`src/rtl/code_lock_ctrl_pkg.sv`:
```
// Shared state encoding and geometry helpers for the code-lock controller.
package code_lock_pkg;

  typedef enum logic [2:0] {
    ST_LOCKED    = 3'd0,
    ST_CHECK     = 3'd1,
    ST_OPEN      = 3'd2,
    ST_NEW_ENTRY = 3'd3,
    ST_ALARM     = 3'd4
  } lock_state_e;

  function automatic int code_w(input int digits, input int dw);
    return digits * dw;
  endfunction

  localparam int CODE_W = code_w(4, 4);

endpackage

```
`src/rtl/code_lock_ctrl_if.sv`:
```
// Keypad-side and LED-side signals of the code-lock controller.
interface code_lock_ctrl_if #(
  parameter int DIGITS = 4,
  parameter int DW     = 4
);
  logic [DW-1:0]     data;
  logic              key_en;
  logic              set_mode;
  logic              lock;
  logic              alarm;
  logic              blink_en;
  logic [DIGITS-1:0] progress;
  logic [3:0]        tries_left;

  modport master (
    output data, key_en, set_mode,
    input  lock, alarm, blink_en, progress, tries_left
  );

  modport slave (
    input  data, key_en, set_mode,
    output lock, alarm, blink_en, progress, tries_left
  );
endinterface

```
`src/rtl/code_lock_ctrl_lock_timer.sv`:
```
// Loadable down-counter that parks at zero; done flags the zero count.
module lock_timer #(
  parameter int W = 8
) (
  input  logic         clk,
  input  logic         clr_n,
  input  logic         load,
  input  logic [W-1:0] load_val,
  input  logic         ce,
  output logic         done
);
  logic [W-1:0] count_q;

  always_ff @(posedge clk or negedge clr_n) begin
    if (!clr_n) begin
      count_q <= '0;
    end else if (load) begin
      count_q <= load_val;
    end else if (ce && (count_q != '0)) begin
      count_q <= count_q - W'(1);
    end
  end

  assign done = (count_q == '0);
endmodule

```
`src/rtl/code_lock_ctrl.sv`:
```
// Code-lock controller: digit capture, code check, attempt limit with alarm
// lockout, auto-relock and code change while open.
module code_lock_ctrl
  import code_lock_pkg::*;
#(
  parameter int                      DIGITS       = 4,
  parameter int                      DW           = 4,
  parameter int                      MAX_TRIES    = 3,
  parameter int                      UNLOCK_CYC   = 500000000,
  parameter int                      ALARM_CYC    = 1000000000,
  parameter logic [DIGITS*DW-1:0]    DEFAULT_CODE = 16'h1234
) (
  input  logic            clk,
  input  logic            clr_n,
  code_lock_ctrl_if.slave bus
);
  localparam int CW   = code_w(DIGITS, DW);
  localparam int TMAX = (UNLOCK_CYC > ALARM_CYC) ? UNLOCK_CYC : ALARM_CYC;
  localparam int TW   = $clog2(TMAX + 1);
  localparam int NW   = $clog2(DIGITS + 1);

  localparam logic [TW-1:0] T_UNLOCK  = TW'(UNLOCK_CYC - 1);
  localparam logic [TW-1:0] T_ALARM   = TW'(ALARM_CYC - 1);
  localparam logic [NW-1:0] LAST_DIG  = NW'(DIGITS - 1);
  localparam logic [3:0]    TRIES_MAX = 4'(MAX_TRIES);

  lock_state_e   state_q, state_d;
  logic [CW-1:0] entry_q, entry_d;
  logic [CW-1:0] code_q,  code_d;
  logic [NW-1:0] cnt_q,   cnt_d;
  logic [3:0]    fails_q, fails_d;
  logic [CW-1:0] captured;
  logic          t_load, t_ce, t_done;
  logic [TW-1:0] t_val;

  always_ff @(posedge clk or negedge clr_n) begin
    if (!clr_n) begin
      state_q <= ST_LOCKED;
      entry_q <= '0;
      code_q  <= DEFAULT_CODE;
      cnt_q   <= '0;
      fails_q <= '0;
    end else begin
      state_q <= state_d;
      entry_q <= entry_d;
      code_q  <= code_d;
      cnt_q   <= cnt_d;
      fails_q <= fails_d;
    end
  end

  // First digit entered ends up in the most significant position.
  assign captured = (entry_q << DW) | CW'(bus.data);

  always_comb begin
    state_d = state_q;
    entry_d = entry_q;
    code_d  = code_q;
    cnt_d   = cnt_q;
    fails_d = fails_q;
    t_load  = 1'b0;
    t_val   = '0;
    t_ce    = 1'b0;
    case (state_q)
      ST_LOCKED: begin
        if (bus.key_en) begin
          entry_d = captured;
          cnt_d   = cnt_q + NW'(1);
          if (cnt_q == LAST_DIG) state_d = ST_CHECK;
        end
      end
      ST_CHECK: begin
        entry_d = '0;
        cnt_d   = '0;
        if (entry_q == code_q) begin
          state_d = ST_OPEN;
          fails_d = '0;
          t_load  = 1'b1;
          t_val   = T_UNLOCK;
        end else begin
          fails_d = fails_q + 4'd1;
          if ((fails_q + 4'd1) == TRIES_MAX) begin
            state_d = ST_ALARM;
            t_load  = 1'b1;
            t_val   = T_ALARM;
          end else begin
            state_d = ST_LOCKED;
          end
        end
      end
      ST_OPEN: begin
        t_ce = 1'b1;
        // A key press outranks a relock timeout landing in the same cycle.
        if (bus.key_en) begin
          if (bus.set_mode) begin
            state_d = ST_NEW_ENTRY;
            entry_d = '0;
            cnt_d   = '0;
          end else begin
            state_d = ST_LOCKED;
          end
        end else if (t_done) begin
          state_d = ST_LOCKED;
        end
      end
      ST_NEW_ENTRY: begin
        if (bus.key_en) begin
          entry_d = captured;
          cnt_d   = cnt_q + NW'(1);
          if (cnt_q == LAST_DIG) begin
            code_d  = captured;
            entry_d = '0;
            cnt_d   = '0;
            state_d = ST_OPEN;
            t_load  = 1'b1;
            t_val   = T_UNLOCK;
          end
        end
      end
      ST_ALARM: begin
        t_ce = 1'b1;
        if (t_done) begin
          state_d = ST_LOCKED;
          fails_d = '0;
        end
      end
      default: state_d = ST_LOCKED;
    endcase
  end

  lock_timer #(.W(TW)) u_timer (
    .clk      (clk),
    .clr_n    (clr_n),
    .load     (t_load),
    .load_val (t_val),
    .ce       (t_ce),
    .done     (t_done)
  );

  always_comb begin
    for (int i = 0; i < DIGITS; i++) begin
      bus.progress[i] = (cnt_q > NW'(i));
    end
  end

  assign bus.lock       = !((state_q == ST_OPEN) || (state_q == ST_NEW_ENTRY));
  assign bus.alarm      = (state_q == ST_ALARM);
  assign bus.blink_en   = (state_q == ST_ALARM);
  assign bus.tries_left = TRIES_MAX - fails_q;
endmodule
```
`src/flat_wrapper.sv`:
```
// flat-port wrapper written by rule: the top's interface ports become plain ports
module code_lock_ctrl_flat import code_lock_pkg::*;
#(
  parameter int                      DIGITS       = 4,
  parameter int                      DW           = 4,
  parameter int                      MAX_TRIES    = 3,
  parameter int                      UNLOCK_CYC   = 500000000,
  parameter int                      ALARM_CYC    = 1000000000,
  parameter logic [DIGITS*DW-1:0]    DEFAULT_CODE = 16'h1234
)
  (clk, clr_n, bus_data, bus_key_en, bus_set_mode, bus_lock, bus_alarm, bus_blink_en, bus_progress, bus_tries_left);
  code_lock_ctrl_if #(.DIGITS(DIGITS), .DW(DW)) bus_i ();
  input  logic clk;
  input  logic clr_n;
  input wire logic [$bits(bus_i.data)-1:0] bus_data;
  input wire logic [$bits(bus_i.key_en)-1:0] bus_key_en;
  input wire logic [$bits(bus_i.set_mode)-1:0] bus_set_mode;
  output wire logic [$bits(bus_i.lock)-1:0] bus_lock;
  output wire logic [$bits(bus_i.alarm)-1:0] bus_alarm;
  output wire logic [$bits(bus_i.blink_en)-1:0] bus_blink_en;
  output wire logic [$bits(bus_i.progress)-1:0] bus_progress;
  output wire logic [$bits(bus_i.tries_left)-1:0] bus_tries_left;
  assign bus_i.data = bus_data;
  assign bus_i.key_en = bus_key_en;
  assign bus_i.set_mode = bus_set_mode;
  assign bus_lock = bus_i.lock;
  assign bus_alarm = bus_i.alarm;
  assign bus_blink_en = bus_i.blink_en;
  assign bus_progress = bus_i.progress;
  assign bus_tries_left = bus_i.tries_left;
  code_lock_ctrl #(.DIGITS(DIGITS), .DW(DW), .MAX_TRIES(MAX_TRIES), .UNLOCK_CYC(UNLOCK_CYC), .ALARM_CYC(ALARM_CYC), .DEFAULT_CODE(DEFAULT_CODE)) u_core (.clk(clk), .clr_n(clr_n), .bus(bus_i));
endmodule
```
`config.mk`:
```
export PLATFORM = sky130hd
export DESIGN_NAME = code_lock_ctrl_flat
export DESIGN_NICKNAME = d
export VERILOG_FILES = /design/src/rtl/code_lock_ctrl_pkg.sv /design/src/rtl/code_lock_ctrl_if.sv /design/src/rtl/code_lock_ctrl_lock_timer.sv /design/src/rtl/code_lock_ctrl.sv /design/src/flat_wrapper.sv
export SDC_FILE = /design/constraint.sdc
export NUM_CORES = 1
export LEC_CHECK = 0
export BUFFER_PORTS_ARGS = -buffer_cell sky130_fd_sc_hd__buf_2
export CAP_MARGIN = 10
export CORE_MARGIN = 1
export CORE_UTILIZATION = 55
export DETAILED_ROUTE_END_ITERATION = 16
export PLACE_DENSITY = 0.74
export SETUP_SLACK_MARGIN = 0.1
export SYNTH_ARGS = -nofsm -noshare
export SYNTH_HDL_FRONTEND = slang
export SYNTH_SLANG_ARGS = --single-unit
export TNS_END_PERCENT = 50
```
`constraint.sdc`:
```
create_clock -name clk -period 4.6 [get_ports clk]
set_input_delay 0.46 -clock clk [delete_from_list [all_inputs] [get_ports clk]]
set_output_delay 0.46 -clock clk [all_outputs]
set_load 0.05 [all_outputs]
```
==> impl_metrics.yaml, run 1 <==
timing:
  post-route-min-period_ns: 2.94
  setup_slack_ns: 1.66
  post-route-period-util: 0.638
  holdWs_ns: 0.264
  drv_slew: 0
  grt_setup_unrepaired: "false"
  fmax_ghz: 0.341
  hold_viol: 0
  maxSlewHeadroom: 0.174
  tightest_slew_ns: 1.23
  fin_setup_tns_ns: 0
  clock_skew_ns: 0.0149
  setup_viol: 0
routing:
  vias: 2943
  vias_per_cell: 5.99
  final_antenna_net_count: 0
  wirelength_um: 7820
  first_pass_iters: 4
  wl_per_cell_um: 15.9
  drc: 0
  drt_iter0_markers: 215
global_route:
  grt_pass1_wl_um: 13000
  busiest_layer: "met2"
  grt_usage: 0.226
  grt_use_met1: 0.314
  grt.overflow.total: 0
  antenna_found_initial: 0
  grt_max_degree: 48
  grtUsageMet3: 0.0462
  grt_pass1_vias: 2694
  grt.met2_usage: 0.357
cells_and_area:
  nets: 408
  final-seq-area_mm2: 0.00181
  syn_to_final_growth_pct: 9.39
  antennaDiodeCount: 0
  final_cell_mix: "67 x dfrtp_1, 33 x nand2_1, 27 x nor2_1"
  fillers: 561
  layout.cells.most_common: "dfrtp_1"
  fin_util: 0.622
  multi_input_area_mm2: 0.00195
  final_layout_size_suffix_gt1_frac: 0.177
critical_path:
  start_kind: "flop"
  cp_max_fo: 17
  endpoint_kind: "flop"
  path_common_cell: "or4_4"
  slowest_delay_ns: 0.75
  cp.arrival_ns: 3.24
  critPathRequiredTime_ns: 4.90
  setup.worst_path.class: "flop to flop"
  crit_chain: "or4_4 > or4_4 > o31ai_4 > nor2_1 > a31oi_1 > o22a_1"
  cp_slowest_cell: "o31ai_4"
run_status:
  status: "complete, no violations"
floorplan:
  io_pins: 19
  coreArea_mm2: 0.00679
  rows: 30
  initial_utilization: 0.569
  die_y_um: 85.8
  fp.dieW_um: 85.8
  die_area_mm2: 0.00737
logic_synthesis:
  synth_area_mm2: 0.00386
  synthCells: 378
  ys.warnings.count: 0
  yosys.area.top_type_share: 0.434
  synth.area.top_cells: "dfrtp_1 43%, xnor2_1 5.7%, mux2_2 5.0%, a22o_1 3.9%, dfstp_2 3.4%"
  syn_nets: 396
  postSynthAreaPerCell_um2: 10.2
  yosys.area.top_type: "dfrtp_1"
  synth-seq-area-share: 0.468
  netlist-cell-type-count: 52
  ys_seq_elements: 72
clock_tree:
  numCtsBuffers: 9
  clk_latency_ns: 0.36
  htree_levels: 3
  cts_sinks: 72
  cts_root_buf: "clkbuf_8"
  ctsResizeCount: 0
  cts_setup_buffers: 0
  hold_buffers: 0
  clock_path_buffers: 2
  cts_tree: "built"
  clk_pin_slew_ns: 0.09
flow_run:
  max_cap_violations: 0
power_and_ir_drop:
  power.total_mw: 2.20
  power_per_cell_area_mw_per_mm2: 520
  peakVddDrop_uv: 331
  leakage_nw: 1.76
place:
  placement.io_buffers: 18
  pre_cts_ws_ns: 1.70
  place_congestion: 0.837
  dp_hpwl_um: 5250
worst_hold_path:
  hp-class: "primary input to asynchronous set/reset pin"
[metrics by stage]
stage,area [µm²],std cells
floorplan,3860,378
global placement,4020,475
detailed placement,4020,475
CTS,4230,491
global route,4230,491
finish,4230,491
[report_power, final]
part / total [mW] / internal, mW / switching [mW]
clock: 0.530 / 0.261 / 0.269
combinational: 0.694 / 0.267 / 0.427
sequential: 0.976 / 0.786 / 0.190
[state kept, by name, summed over array words and instances (netlist names)]
register and cells:
u_core.code_q 16, u_core.cnt_q 3, u_core.u_timer.count_q 30, u_core.state_q 3, u_core.entry_q 16, u_core.fails_q 4
[final timing paths]
kind / slack [ns] / to / cells after the start / startpoint
max: 1.66 / u_core.u_timer.count_q[26] / 6 / u_core.u_timer.count_q[6]
min: 0.26 / u_core.fails_q[0] / 1 / clr_n
max reg2reg: 1.66 / u_core.u_timer.count_q[26] / 6 / u_core.u_timer.count_q[6]
min reg2reg: 0.54 / u_core.code_q[14] / 1 / u_core.code_q[14]
max in group asynchronous: 3.36 / u_core.code_q[4] / 2 / clr_n
min in group clk: 0.33 / u_core.entry_q[1] / 2 / bus_data[1]
[critical path, delay by kind of cell, from the launching register on]
family	cells	cell delay, ns
simple gates	3	1.32
compound gates	3	1.11
flops	1	0.45
[cell type report]
| type | instances | area share |
|---|---|---|
| Multi-Input combinational cell | 277 | 0.460 |
| Sequential cell | 72 | 0.428 |
| Clock buffer | 9 | 0.0293 |
| Tap cell | 96 | 0.0284 |
| Timing Repair Buffer | 21 | 0.0266 |
| Clock inverter | 7 | 0.0198 |
| Inverter | 9 | 0.00799 |
[cell usage after synthesis (all sizes together)]
master	instances
nand4	7
xnor2	25
o2111a	1
clkbuf	13
o211a	1
buf	7
inv	9
dfrtp	67
nand2b	7
xor2	6
a211oi	1
or2	1
o31ai	3
dfstp	5
nand2	34
a21oi	12
a211o	1
o22a	14
o211ai	3
nor3b	1
a31oi	8
nor2b	2
mux2	17
and3b	1
nand3b	2
a21o	2
nand3	8
nor4	14
o21ai	12
a311oi	3
a22o	17
a41oi	2
o31a	2
ha	10
or3	9
and3	1
nor2	27
a22oi	5
nor3	11
or4	4
and4	1
and2	2
[per-layer routing]
layer,vias up,part of all wire
li1,1410,-
met1,1462,0.49
met2,63,0.46
met3,8,0.038
met4,0,0.012
met5,-,0
[cells by family after synthesis]
family,Yosys count,share of synthesized area
simple gates,132,0.178
mux,17,0.0495
xor+xnor,31,0.0702
flops,72,0.468
fa+ha+maj,10,0.0324
compound gates,87,0.169
buf+inv,29,0.0330
No activity file was read; power rests on OpenSTA's default activity.
==> inputs of run 2 (changes only) <==
Settings changed: PLACE_DENSITY 0.74 to 0.77.
Clock period 4.6 ns to 2.52 ns, I/O delays scaled along.
==> impl_metrics.yaml, run 2 (synthesized netlist as in run 1, its figures left out) <==
global_route:
  grt_pass1_vias: 2953
  grt_usage: 0.244
  grt_max_degree: 73
  antenna_found_initial: 0
  grt.overflow.total: 0
  grt_pass1_wl_um: 13800
critical_path:
  start_kind: "flop"
  reg2reg_slack_ns: 0.11
  critPathRequiredTime_ns: 2.77
  setup.worst_path.class: "flop to flop"
  r2r-end: "u_core.u_timer.count_q[25]"
  reg2reg_depth: 6
  crit_path_end: "u_core.u_timer.count_q[25]"
  cp.arrival_ns: 2.65
  endpoint_kind: "flop"
  cp_max_fo: 10
  startpoint: "u_core.u_timer.count_q[16]"
  rr_startpoint: "u_core.u_timer.count_q[16]"
floorplan:
  fp.dieW_um: 85.8
  die_area_mm2: 0.00737
  io_pins: 19
  coreArea_mm2: 0.00679
  rows: 30
  die_y_um: 85.8
  initial_utilization: 0.569
routing:
  drc: 0
  vias_per_cell: 6.05
  vias: 3120
  first_pass_iters: 4
  wl_per_cell_um: 16.1
  drt_iter0_markers: 233
  wirelength_um: 8300
  final_antenna_net_count: 0
cells_and_area:
  final_cell_mix: "67 x dfrtp_1, 33 x nand2_1, 28 x buf_4"
  largest-register: "u_core.u_timer.count_q"
  largestRegisters: "u_core.u_timer.count_q x30, u_core.code_q x16, u_core.entry_q x16"
  design_area_mm2: 0.00444
  syn_to_final_growth_pct: 14.8
  multi_input_area_mm2: 0.00197
  fillers: 544
  final-seq-area_mm2: 0.00181
  largest_reg_flops: 30
  nets: 433
  antennaDiodeCount: 0
  final_layout_size_suffix_gt1_frac: 0.233
  layout.cells.most_common: "dfrtp_1"
place:
  placement.io_buffers: 18
  dp_hpwl_um: 5540
  dpl_cell_area_mm2: 0.00418
  place_congestion: 0.894
clock_tree:
  cts_tree: "built"
  htree_levels: 3
  numCtsBuffers: 9
  clock_path_buffers: 2
  clk_latency_ns: 0.36
  cts_root_buf: "clkbuf_8"
  clk_pin_slew_ns: 0.08
  cts_sinks: 72
power_and_ir_drop:
  peakVddDrop_uv: 570
  power.total_mw: 4.08
  power_per_cell_area_mw_per_mm2: 920
  leakage_nw: 1.89
timing:
  setup_viol: 0
  fin_setup_tns_ns: 0
  hold_viol: 0
  post-route-min-period_ns: 2.41
  clock_skew_ns: 0.00882
  grt_setup_unrepaired: "true"
  tightest_slew_ns: 0.884
  post-route-period-util: 0.955
  maxSlewHeadroom: 0.411
  fmax_ghz: 0.415
  drv_slew: 0
  holdWs_ns: 0.0656
worst_hold_path:
  hp-class: "primary input to asynchronous set/reset pin"
flow_run:
  max_cap_violations: 0
run_status:
  status: "complete, no violations"
## run 2: cell types whose count changed in the layout (fill, tap and decap cells not counted)
cell	delta
clkinvlp_4	+1
inv_6	-3
clkinv_4	-1
clkbuf_8	+2
nor2_1	-1
nor4_4	+1
nor4_1	-1
or4_4	+1
inv_8	-1
clkinv_2	+2
or4_1	-1
nor2_2	+1
buf_4	+25
## run 2: worst max-delay path: stages, from the launching register on
cell and delay (ns):
dfrtp_1 0.39, or4_4 0.54, or4_4 0.53, o31a_1 0.28
buf_4 0.18, o22a_1 0.20, o22a_1 0.18
## run 2: metal layers
layer,track usage,part of all wire,vias up
met5,0,0,-
met3,0.0452,0.034,27
met4,0.130,0.029,0
met2,0.390,0.48,95
met1,0.318,0.45,1538
li1,-,-,1460
## run 2: worst min-delay path by stage
stage,start,end,cells past startpoint
5_1_grt,bus_data[0],u_core.entry_q[0],2
4_1_cts,bus_data[2],u_core.entry_q[2],2
3_3_place_gp,bus_data[0],u_core.entry_q[0],2
6_report,clr_n,u_core.fails_q[2],2
3_5_place_dp,bus_data[1],u_core.entry_q[1],2
2_1_floorplan,clr_n,u_core.cnt_q[0],0
## run 2: final cells by class
cell class                 instances  share of cell area
clock buffer                      11              0.0341
clock inverter                     5              0.0124
inverter                           9             0.00762
multi-input combinational        277               0.443
sequential                        72               0.408
tap                               96              0.0271
timing repair buffer              46              0.0677
## run 2: power by group
group / internal, mW / switching (mW) / leakage (nW)
clock network: 0.507 / 0.444 / 0.101
logic: 0.528 / 0.811 / 0.914
registers: 1.43 / 0.353 / 0.874
total: 2.47 / 1.61 / 1.89
## run 2: stage by stage
step / instances / util / setup slack, ns
final: 516 / 0.653 / 0.113
after global routing: 516 / 0.653 / 0.0785
after CTS: 514 / 0.650 / 0.121
after detailed placement: 496 / 0.616 / 0.0686
after global placement: 496 / 0.616 / 0.129
after floorplan: 378 / - / 0.104
## run 2: what timing repair did
action                                  in CTS  in global routing
resized for setup                            1                  2
pin swaps                                    2                  0
cloned                                       0                  0
hold buffers                                 0                  0
endpoints found under the setup margin       7                 17
setup buffers                                2                  2
